--- src/rtl/fir_pkg.sv ---
// Shared defaults, FSM state encoding and test-vector source codes for the FIR MAC engine.
package fir_pkg;

  localparam int NTAPS_DEF     = 33;
  localparam int DW_DEF        = 16;
  localparam int CW_DEF        = 16;
  localparam int ACCW_DEF      = 40;
  localparam int OUT_SHIFT_DEF = 15;

  typedef enum logic [2:0] {
    IDLE  = 3'd0,
    LOAD  = 3'd1,
    MAC   = 3'd2,
    DRAIN = 3'd3,
    ROUND = 3'd4,
    OUT   = 3'd5
  } fir_state_e;

  localparam logic [1:0] TV_PASS = 2'd0;
  localparam logic [1:0] TV_IMP  = 2'd1;
  localparam logic [1:0] TV_DC   = 2'd2;
  localparam logic [1:0] TV_RAMP = 2'd3;

endpackage

--- src/rtl/fir_round_sat.sv ---
// Combinational round-half-up, arithmetic right shift and saturation of the accumulator to DW bits.
module fir_round_sat
  import fir_pkg::*;
#(
  parameter int ACCW      = ACCW_DEF,
  parameter int DW        = DW_DEF,
  parameter int OUT_SHIFT = OUT_SHIFT_DEF
) (
  input  logic signed [ACCW-1:0] acc,
  output logic        [DW-1:0]   data,
  output logic                   sat
);

  localparam logic signed [ACCW-1:0] RND  = {{(ACCW-OUT_SHIFT){1'b0}}, 1'b1, {(OUT_SHIFT-1){1'b0}}};
  localparam logic signed [ACCW-1:0] MAXV = {{(ACCW-DW+1){1'b0}}, {(DW-1){1'b1}}};
  localparam logic signed [ACCW-1:0] MINV = {{(ACCW-DW+1){1'b1}}, {(DW-1){1'b0}}};

  logic signed [ACCW-1:0] rounded_s;
  logic signed [ACCW-1:0] shifted_s;

  assign rounded_s = acc + RND;
  assign shifted_s = rounded_s >>> OUT_SHIFT;

  // clamp the shifted value into the signed DW-bit range and flag clipping
  always_comb begin
    data = shifted_s[DW-1:0];
    sat  = 1'b0;
    if (shifted_s > MAXV) begin
      data = {1'b0, {(DW-1){1'b1}}};
      sat  = 1'b1;
    end else if (shifted_s < MINV) begin
      data = {1'b1, {(DW-1){1'b0}}};
      sat  = 1'b1;
    end else begin
      data = shifted_s[DW-1:0];
      sat  = 1'b0;
    end
  end

endmodule

--- src/rtl/fir_mac_engine.sv ---
// Time-multiplexed single-MAC FIR with rounding/saturation and lossless valid/ready handshakes.
// Optional build macro FIR_TESTVEC_EN selects built-in test-vector sources via testvec_sel[1:0].
module fir_mac_engine
  import fir_pkg::*;
#(
  parameter int NTAPS     = NTAPS_DEF,
  parameter int DW        = DW_DEF,
  parameter int CW        = CW_DEF,
  parameter int ACCW      = ACCW_DEF,
  parameter int OUT_SHIFT = OUT_SHIFT_DEF
) (
  input  logic                  clk,
  input  logic                  rst,
  input  logic [NTAPS*CW-1:0]   coeff_flat,
  input  logic [15:0]           testvec_sel,
  input  logic [DW-1:0]         s_tdata,
  input  logic                  s_tvalid,
  output logic                  s_tready,
  output logic [DW-1:0]         m_tdata,
  output logic                  m_tvalid,
  input  logic                  m_tready,
  input  logic                  sat_clr,
  output logic                  sat_flag,
  output logic                  busy
);

  localparam int IW = $clog2(NTAPS);
  localparam int PW = DW + CW;

  fir_state_e state_r, next_state_s;
  logic [IW-1:0] wp_r, rd_idx_r, tap_r;
  logic drain_r;
  logic signed [DW-1:0] hist_r [NTAPS];
  logic signed [CW-1:0] coef_r [NTAPS];
  logic [DW-1:0] in_r, sample_s;
  logic signed [DW-1:0] op_x_r;
  logic signed [CW-1:0] op_c_r;
  logic op_vld_r, prod_vld_r;
  logic signed [PW-1:0] prod_r;
  logic signed [ACCW-1:0] acc_r;
  logic [DW-1:0] rs_data_s, m_tdata_r;
  logic rs_sat_s, s_tready_r, m_tvalid_r, sat_flag_r, busy_r, accept_s;
  logic unused_sel_s;

  assign accept_s     = s_tvalid & s_tready_r;
  assign unused_sel_s = ^testvec_sel;

  // next-state decode
  always_comb begin
    next_state_s = state_r;
    case (state_r)
      IDLE:    if (accept_s) next_state_s = LOAD; else next_state_s = IDLE;
      LOAD:    next_state_s = MAC;
      MAC:     if (tap_r == IW'(NTAPS-1)) next_state_s = DRAIN; else next_state_s = MAC;
      DRAIN:   if (drain_r) next_state_s = ROUND; else next_state_s = DRAIN;
      ROUND:   next_state_s = OUT;
      OUT:     if (m_tready) next_state_s = IDLE; else next_state_s = OUT;
      default: next_state_s = IDLE;
    endcase
  end

`ifdef FIR_TESTVEC_EN
  logic [1:0]    last_mode_r;
  logic [DW-1:0] ramp_r;

  // history source select; impulse and ramp restart whenever their mode is freshly entered
  always_comb begin
    sample_s = in_r;
    case (testvec_sel[1:0])
      TV_PASS: sample_s = in_r;
      TV_IMP:  if (last_mode_r != TV_IMP) sample_s = {1'b0, {(DW-1){1'b1}}};
               else sample_s = {DW{1'b0}};
      TV_DC:   sample_s = {2'b01, {(DW-2){1'b0}}};
      TV_RAMP: if (last_mode_r != TV_RAMP) sample_s = {DW{1'b0}};
               else sample_s = ramp_r;
      default: sample_s = in_r;
    endcase
  end

  // mode tracking for the test-vector generators, advanced once per loaded sample
  always_ff @(posedge clk or posedge rst) begin
    if (rst) begin
      last_mode_r <= TV_PASS;
      ramp_r      <= {DW{1'b0}};
    end else if (state_r == LOAD) begin
      last_mode_r <= testvec_sel[1:0];
      if (testvec_sel[1:0] == TV_RAMP) begin
        ramp_r <= (last_mode_r != TV_RAMP) ? {{(DW-1){1'b0}}, 1'b1} : ramp_r + 1'b1;
      end
    end
  end
`else
  assign sample_s = in_r;
`endif

  // FSM state, input capture, write pointer and tap sequencing
  always_ff @(posedge clk or posedge rst) begin
    if (rst) begin
      state_r  <= IDLE;
      in_r     <= {DW{1'b0}};
      wp_r     <= {IW{1'b0}};
      rd_idx_r <= {IW{1'b0}};
      tap_r    <= {IW{1'b0}};
      drain_r  <= 1'b0;
    end else begin
      state_r <= next_state_s;
      if (accept_s) in_r <= s_tdata;
      if (state_r == LOAD) begin
        wp_r     <= (wp_r == IW'(NTAPS-1)) ? {IW{1'b0}} : wp_r + 1'b1;
        rd_idx_r <= wp_r;
        tap_r    <= {IW{1'b0}};
        drain_r  <= 1'b0;
      end else if (state_r == MAC) begin
        rd_idx_r <= (rd_idx_r == {IW{1'b0}}) ? IW'(NTAPS-1) : rd_idx_r - 1'b1;
        tap_r    <= tap_r + 1'b1;
      end else if (state_r == DRAIN) begin
        drain_r <= 1'b1;
      end
    end
  end

  // sample history and per-sample coefficient snapshot
  always_ff @(posedge clk or posedge rst) begin
    if (rst) begin
      for (int i = 0; i < NTAPS; i++) begin
        hist_r[i] <= {DW{1'b0}};
        coef_r[i] <= {CW{1'b0}};
      end
    end else if (state_r == LOAD) begin
      hist_r[wp_r] <= sample_s;
      for (int i = 0; i < NTAPS; i++) coef_r[i] <= coeff_flat[i*CW +: CW];
    end
  end

  // operand -> product -> accumulate pipeline; DRAIN covers the two register stages
  always_ff @(posedge clk or posedge rst) begin
    if (rst) begin
      op_x_r     <= {DW{1'b0}};
      op_c_r     <= {CW{1'b0}};
      op_vld_r   <= 1'b0;
      prod_r     <= {PW{1'b0}};
      prod_vld_r <= 1'b0;
      acc_r      <= {ACCW{1'b0}};
    end else begin
      op_x_r     <= hist_r[rd_idx_r];
      op_c_r     <= coef_r[tap_r];
      op_vld_r   <= (state_r == MAC);
      prod_r     <= PW'(op_x_r) * PW'(op_c_r);
      prod_vld_r <= op_vld_r;
      if (state_r == LOAD) acc_r <= {ACCW{1'b0}};
      else if (prod_vld_r) acc_r <= acc_r + ACCW'(prod_r);
    end
  end

  fir_round_sat #(.ACCW(ACCW), .DW(DW), .OUT_SHIFT(OUT_SHIFT)) u_round_sat (
    .acc  (acc_r),
    .data (rs_data_s),
    .sat  (rs_sat_s)
  );

  // registered handshake/status outputs; a new saturation beats a same-cycle clear
  always_ff @(posedge clk or posedge rst) begin
    if (rst) begin
      s_tready_r <= 1'b0;
      busy_r     <= 1'b0;
      m_tvalid_r <= 1'b0;
      m_tdata_r  <= {DW{1'b0}};
      sat_flag_r <= 1'b0;
    end else begin
      s_tready_r <= (next_state_s == IDLE);
      busy_r     <= (next_state_s != IDLE);
      m_tvalid_r <= (next_state_s == OUT);
      if (state_r == ROUND) m_tdata_r <= rs_data_s;
      if ((state_r == ROUND) && rs_sat_s) sat_flag_r <= 1'b1;
      else if (sat_clr) sat_flag_r <= 1'b0;
    end
  end

  assign s_tready = s_tready_r;
  assign busy     = busy_r;
  assign m_tvalid = m_tvalid_r;
  assign m_tdata  = m_tdata_r;
  assign sat_flag = sat_flag_r;

endmodule

--- config.mk ---
export PLATFORM = sky130hd
export DESIGN_NAME = fir_mac_engine
export DESIGN_NICKNAME = d
export VERILOG_FILES = /design/src/rtl/fir_pkg.sv /design/src/rtl/fir_round_sat.sv /design/src/rtl/fir_mac_engine.sv
export SDC_FILE = /design/constraint.sdc
export NUM_CORES = 2
export LEC_CHECK = 0
export ABC_AREA = 1
export CAP_MARGIN = 15
export CORE_AREA = 2 2 553 280
export DETAILED_ROUTE_END_ITERATION = 12
export DIE_AREA = 0 0 555 282
export PLACE_DENSITY = 0.66
export SYNTH_ARGS = -nofsm -noshare
export SYNTH_HDL_FRONTEND = slang
export SYNTH_HIERARCHICAL = 1
export SYNTH_SLANG_ARGS = --single-unit
--- constraint.sdc ---
create_clock -name clk -period 56.8 [get_ports clk]
set_clock_uncertainty 0.05 [all_clocks]
set_input_delay 17.04 -clock clk [delete_from_list [all_inputs] [get_ports clk]]
set_output_delay 17.04 -clock clk [all_outputs]
set_load 0.005 [all_outputs]
* Word-level counts from Yosys, hierarchy flattened
Cells that the tools add are included.
** Storage, ports and cells
- Output and inout bits :: 20
- Register bits after elaboration :: 1220
- Input bits :: 565
- Logic and storage cells :: 150
** Cells by class
- Bitwise gates (word level) :: 4
- Magnitude comparators :: 6
- Multiplexer cells :: 31
- Add/sub/neg operators :: 5
- Reduce and logical (&&, ||, !) cells :: 11
- Equality and inequality tests :: 9
- $mul :: 1
** Operators by type and width (count)
- 528-bit bitwise mux :: 1
- 16-bit binary-select mux with 6-bit select :: 2
- 16-bit two-way mux :: 7
- 16-bit demux with 6-bit select :: 1
- 40-bit two-way mux :: 2
- 40-bit by 16-bit adder with 40-bit output (second input constant) :: 1
- 40-bit by 32-bit adder with 40-bit output :: 1
- 6-bit two-way mux :: 6
- 16-bit by 16-bit multiplier with 32-bit output :: 1
- 25-bit by 16-bit > comparator with 1-bit output (second input constant) :: 1
- 25-bit by 16-bit less-than comparator with 1-bit output (second input constant) :: 1
- 7-bit >= comparator (second input constant) :: 3
- 6-bit inverter with 7-bit output :: 3
- 3-bit one-hot mux with 6 select lines :: 1
- 6-bit by 1-bit adder with 6-bit output (second input constant) :: 2
- 6-bit equality test (second input constant) :: 2
- 3-bit equality test (second input constant) :: 3
- 1-bit two-way mux :: 9
- 2-bit nonzero test :: 4
- 7-bit by 1-bit less-than comparator with 1-bit output (second input constant) :: 1
- 3-bit by 2-bit equality test with 1-bit output (second input constant) :: 2
- 3-bit zero test :: 2
- 6-bit zero test :: 1
- 3-bit two-way mux :: 2
- 7 further kinds :: 8

* Depth between registers and ports, before layout
- Depth after elaboration :: 6
- Mapped depth :: 28
- Mapped depth without buffers :: 26

* Modules after synthesis
Netlist, hierarchy kept.
** By module, submodules not included
- fir_mac_engine :: area each 67008.0 um^2, sequential area each 30529.3 um^2, cells each 8593, instances 1
- fir_round_sat :: area each 925.9 um^2, sequential area each 0.0 um^2, cells each 193, instances 1

* Worst setup path after synthesis
No wires, ideal clock.
- Path kind :: input to register
- Start point :: input port s_tvalid
- End point :: register in_r[10]
- Path buffers :: 1
- Cell stages on the path :: 4
- Setup slack :: 39071 ps
- Data required time :: 56672 ps
- Data arrival time :: 17602 ps
- Cells stage by stage :: nand2_1 -> buf_1 -> nor2_1 -> a21oi_1
** Between the ends
- Word-level cells in the longest chain between the ends :: 1
** RTL lines
- from (decl) :: RTL line fir_mac_engine.sv:17 : input logic s_tvalid,
- 1-bit bitwise AND :: RTL line fir_mac_engine.sv:45 : assign accept_s = s_tvalid & s_tready_r;
- to (signal assigned) :: RTL line fir_mac_engine.sv:100 : in_r <= {DW{1'b0}};
- to (signal assigned) :: RTL line fir_mac_engine.sv:107 : if (accept_s) in_r <= s_tdata;
- to (decl) :: RTL line fir_mac_engine.sv:35 : logic [DW-1:0] in_r, sample_s;
Every way passes these cells.
A chain may end at the register's enable or synchronous reset.

==> flow_summary.toml <==
[worst_setup_path]
r2r_cells = 20
regToRegStartpoint = "op_c_r[2]"
crit_type = "in2async"
crit_path_cell_trace = "clkdlybuf4s50_1 -> inv_8 -> buf_4 -> buf_4 -> buf_4 -> buf_12"
crit_buf_inv = 6
rrSetupSlack_ps = 50040
critPathCaptureType = "async pin"
arrival_ps = 21580
cpLargestDelayFamily = "buffers and inverters"
critPathLaunchType = "primary input"
crit_top_cell = "buf_4"
r2r_end = "prod_r[31]"
crit_slowest_cell = "buf_4"
max_stage_delay_ps = 810
crit_required_ps = 57370
path_max_fanout = 166

[global_route]
gr-total-overflow = 0
antenna_found_initial = 38
grt_pass1_wl_um = 334000
grt_max_degree = 170
grt_util_all_layers_pct = 27.6
grt_pass1_vias = 55800

[clocking]
clock_latency_ps = 730
clk_pin_slew_worst_paths_ps = 70
cts_buffer_depth = 3
cts_tree = "done"
holdBufCountCts = 0
cts-root-buf = "clkbuf_16"
htree_levels = 3
cts.sink_count = 1220
cts_inserted_buffers = 112
cts_resized = 0
postCtsSetupRepairBufs = 0

[drt]
drtAntennaViolNets = 0
first_pass_iters = 6
wirelength_um = 217000
drtIter0Drc = 5651
wire_per_inst_um = 19.5
via_per_inst = 5.30
drcViolationCount = 0
via_count = 59000

[synthesis]
synthTopCellsByArea = "dfrtp_1 (45%), nand2_1 (17%), o21ai_0 (9.8%), fa_1 (7.8%), inv_1 (4.8%)"
yosysTopAreaCell = "dfrtp_1"
ys_types = 49
yosysSeqAreaShare_pct = 44.9
mappedNetlistNets = 9742
ys_ff_latch = 1220
syn_area_um2 = 67900
syn_inst = 8786
syn_avg_cell_area_um2 = 7.73
yosys_warnings = 6
synth_top_area_share_pct = 44.9

[timing]
maxSlewViolCount = 0
worst_pin_slew_ps = 1210
rsz0062_at_grt = "false"
slew_headroom_pct = 19.5
period_share_pct = 37.0
final.min_clock_period_ps = 21010
setup_tns_ps = 0
hold_viol_final = 0
finalSetupViolations = 0
clock.fmax_mhz = 47.6

[run]
drv_cap = 0

[min_path]
hp-class = "reg2reg"
holdPathStages = 0
hold_path_end = "prod_vld_r"
min_from = "op_vld_r"

[die]
ios = 585
die_x_um = 555
start_util_pct = 44.9
design.core.area_um2 = 151000
die_y_um = 282
std_cell_rows = 101
die_area_um2 = 157000

[finish]
post-route-util_pct = 52.1
drive_above_1_share_pct = 3.64
fin_nets = 9957
area_delta_synth_final_pct = 16.1
fin_area_um2 = 78800

[placed_design]
routabilityCongestion = 0.953
io_buffers = 568
placed_cell_area_um2 = 74700
place_hpwl_um = 146000

[run_status]
status = "finished, final reports clean"
[worst register-to-register path, delay by kind of cell, from the launching register on]
kind | cells | cell delay, ps
fa+ha+maj | 7 | 4040
simple gates | 7 | 1080
flops | 1 | 810
buf+inv | 5 | 450
compound gates | 1 | 170
[layout make-up]
cell class,instances,area (um^2)
diodes,29,72.6
fillers,14400,72400
well taps,2008,2510
repair buffers,652,6410
clock buffers,157,3200
clock inverters,50,790
inverters,888,3360
multi-input cells,6127,31900
flip-flops and latches,1220,30500
[metal layers]
layer | GRT usage [%] | vias to the layer above | share of wire, %
met1 | 39.4 | 28600 | 44
met2 | 42.5 | 1981 | 45
li1 | - | 28100 | -
met4 | 10.0 | 18 | 3.4
met3 | 4.30 | 349 | 7.0
met5 | 0 | - | 0.058
[flip-flops by register name, indices dropped and copies added (netlist names)]
name,count
coef_r,528
hist_r,528
acc_r,40
prod_r,32
in_r,16
m_tdata,16
op_c_r,16
op_x_r,16
rd_idx_r,6
tap_r,6
wp_r,6
state_r,3
busy,1
drain_r,1
m_tvalid,1
op_vld_r,1
prod_vld_r,1
s_tready,1
sat_flag,1
[cells in the final DEF, fill, tap and decap left out, drive strengths merged, types with 2 or more instances in the layout]
cell	count
a31oi	4
clkinvlp	3
or2	8
a21boi	3
diode	29
and3	2
buf	84
o221ai	2
o2111ai	2
nand3b	8
bufinv	17
dfrtp	1220
clkbuf	157
nand2	3008
inv	882
clkinv	36
o22ai	126
clkdlybuf4s50	568
o31ai	2
nor4	2
nor3	26
a21o	3
nand4	45
o211ai	6
fa	263
a32o	4
xor2	34
nor2	536
mux2	16
ha	128
o21bai	10
a21oi	304
nand3	214
xnor2	18
o21ai	1348
[cell usage after synthesis, drive strengths merged]
cell,number
o21bai,10
and2,1
a21o,3
o21a,1
o211ai,6
mux2,16
xor2,34
o221ai,2
xnor2,18
buf,93
ha,128
a211o,1
nor2,536
fa,263
or2,8
clkinv,7
nand3,214
a31oi,4
nand4,45
a32o,4
clkbuf,458
o2111ai,2
and3,2
o31ai,2
nand2,3008
inv,881
a21boi,3
o22ai,126
a21oi,304
o21ai,1348
dfrtp,1220
a22o,1
nor4,2
nand3b,8
a311oi,1
nor3,26
[worst max-delay path by stage]
stage | cells past startpoint | endpoint | startpoint | slack, ps
2_1_floorplan | 1 | acc_r[0] | rst | 5340
3_3_place_gp | 6 | tap_r[1] | rst | 34910
3_5_place_dp | 6 | tap_r[1] | rst | 34910
4_1_cts | 6 | tap_r[1] | rst | 35720
5_1_grt | 6 | tap_r[1] | rst | 35180
6_report | 6 | tap_r[1] | rst | 35790
[metrics by stage]
step	hold WS (ps)	worst slack [ps]	std cells
3_3_place_gp	285	34910	10900
6_report	302	35790	11100
5_1_grt	305	35180	11100
3_5_place_dp	290	34910	10900
2_1_floorplan	281	5340	8786
4_1_cts	304	35720	11100
[logic make-up after synthesis]
family	count (synthesis)	share of synthesized area (%)
buffers and inverters	1439	8.09
AO/OA/AOI/OAI	1818	13.8
multiplexers	16	0.265
flip-flops	1220	44.9
adder cells (fa/ha/maj)	391	10.1
AND/OR/NAND/NOR	3850	22.1
XOR/XNOR	52	0.681
Power is not shown: default switching activity piles up to over one toggle a cycle in this logic, so the estimate is an artifact.
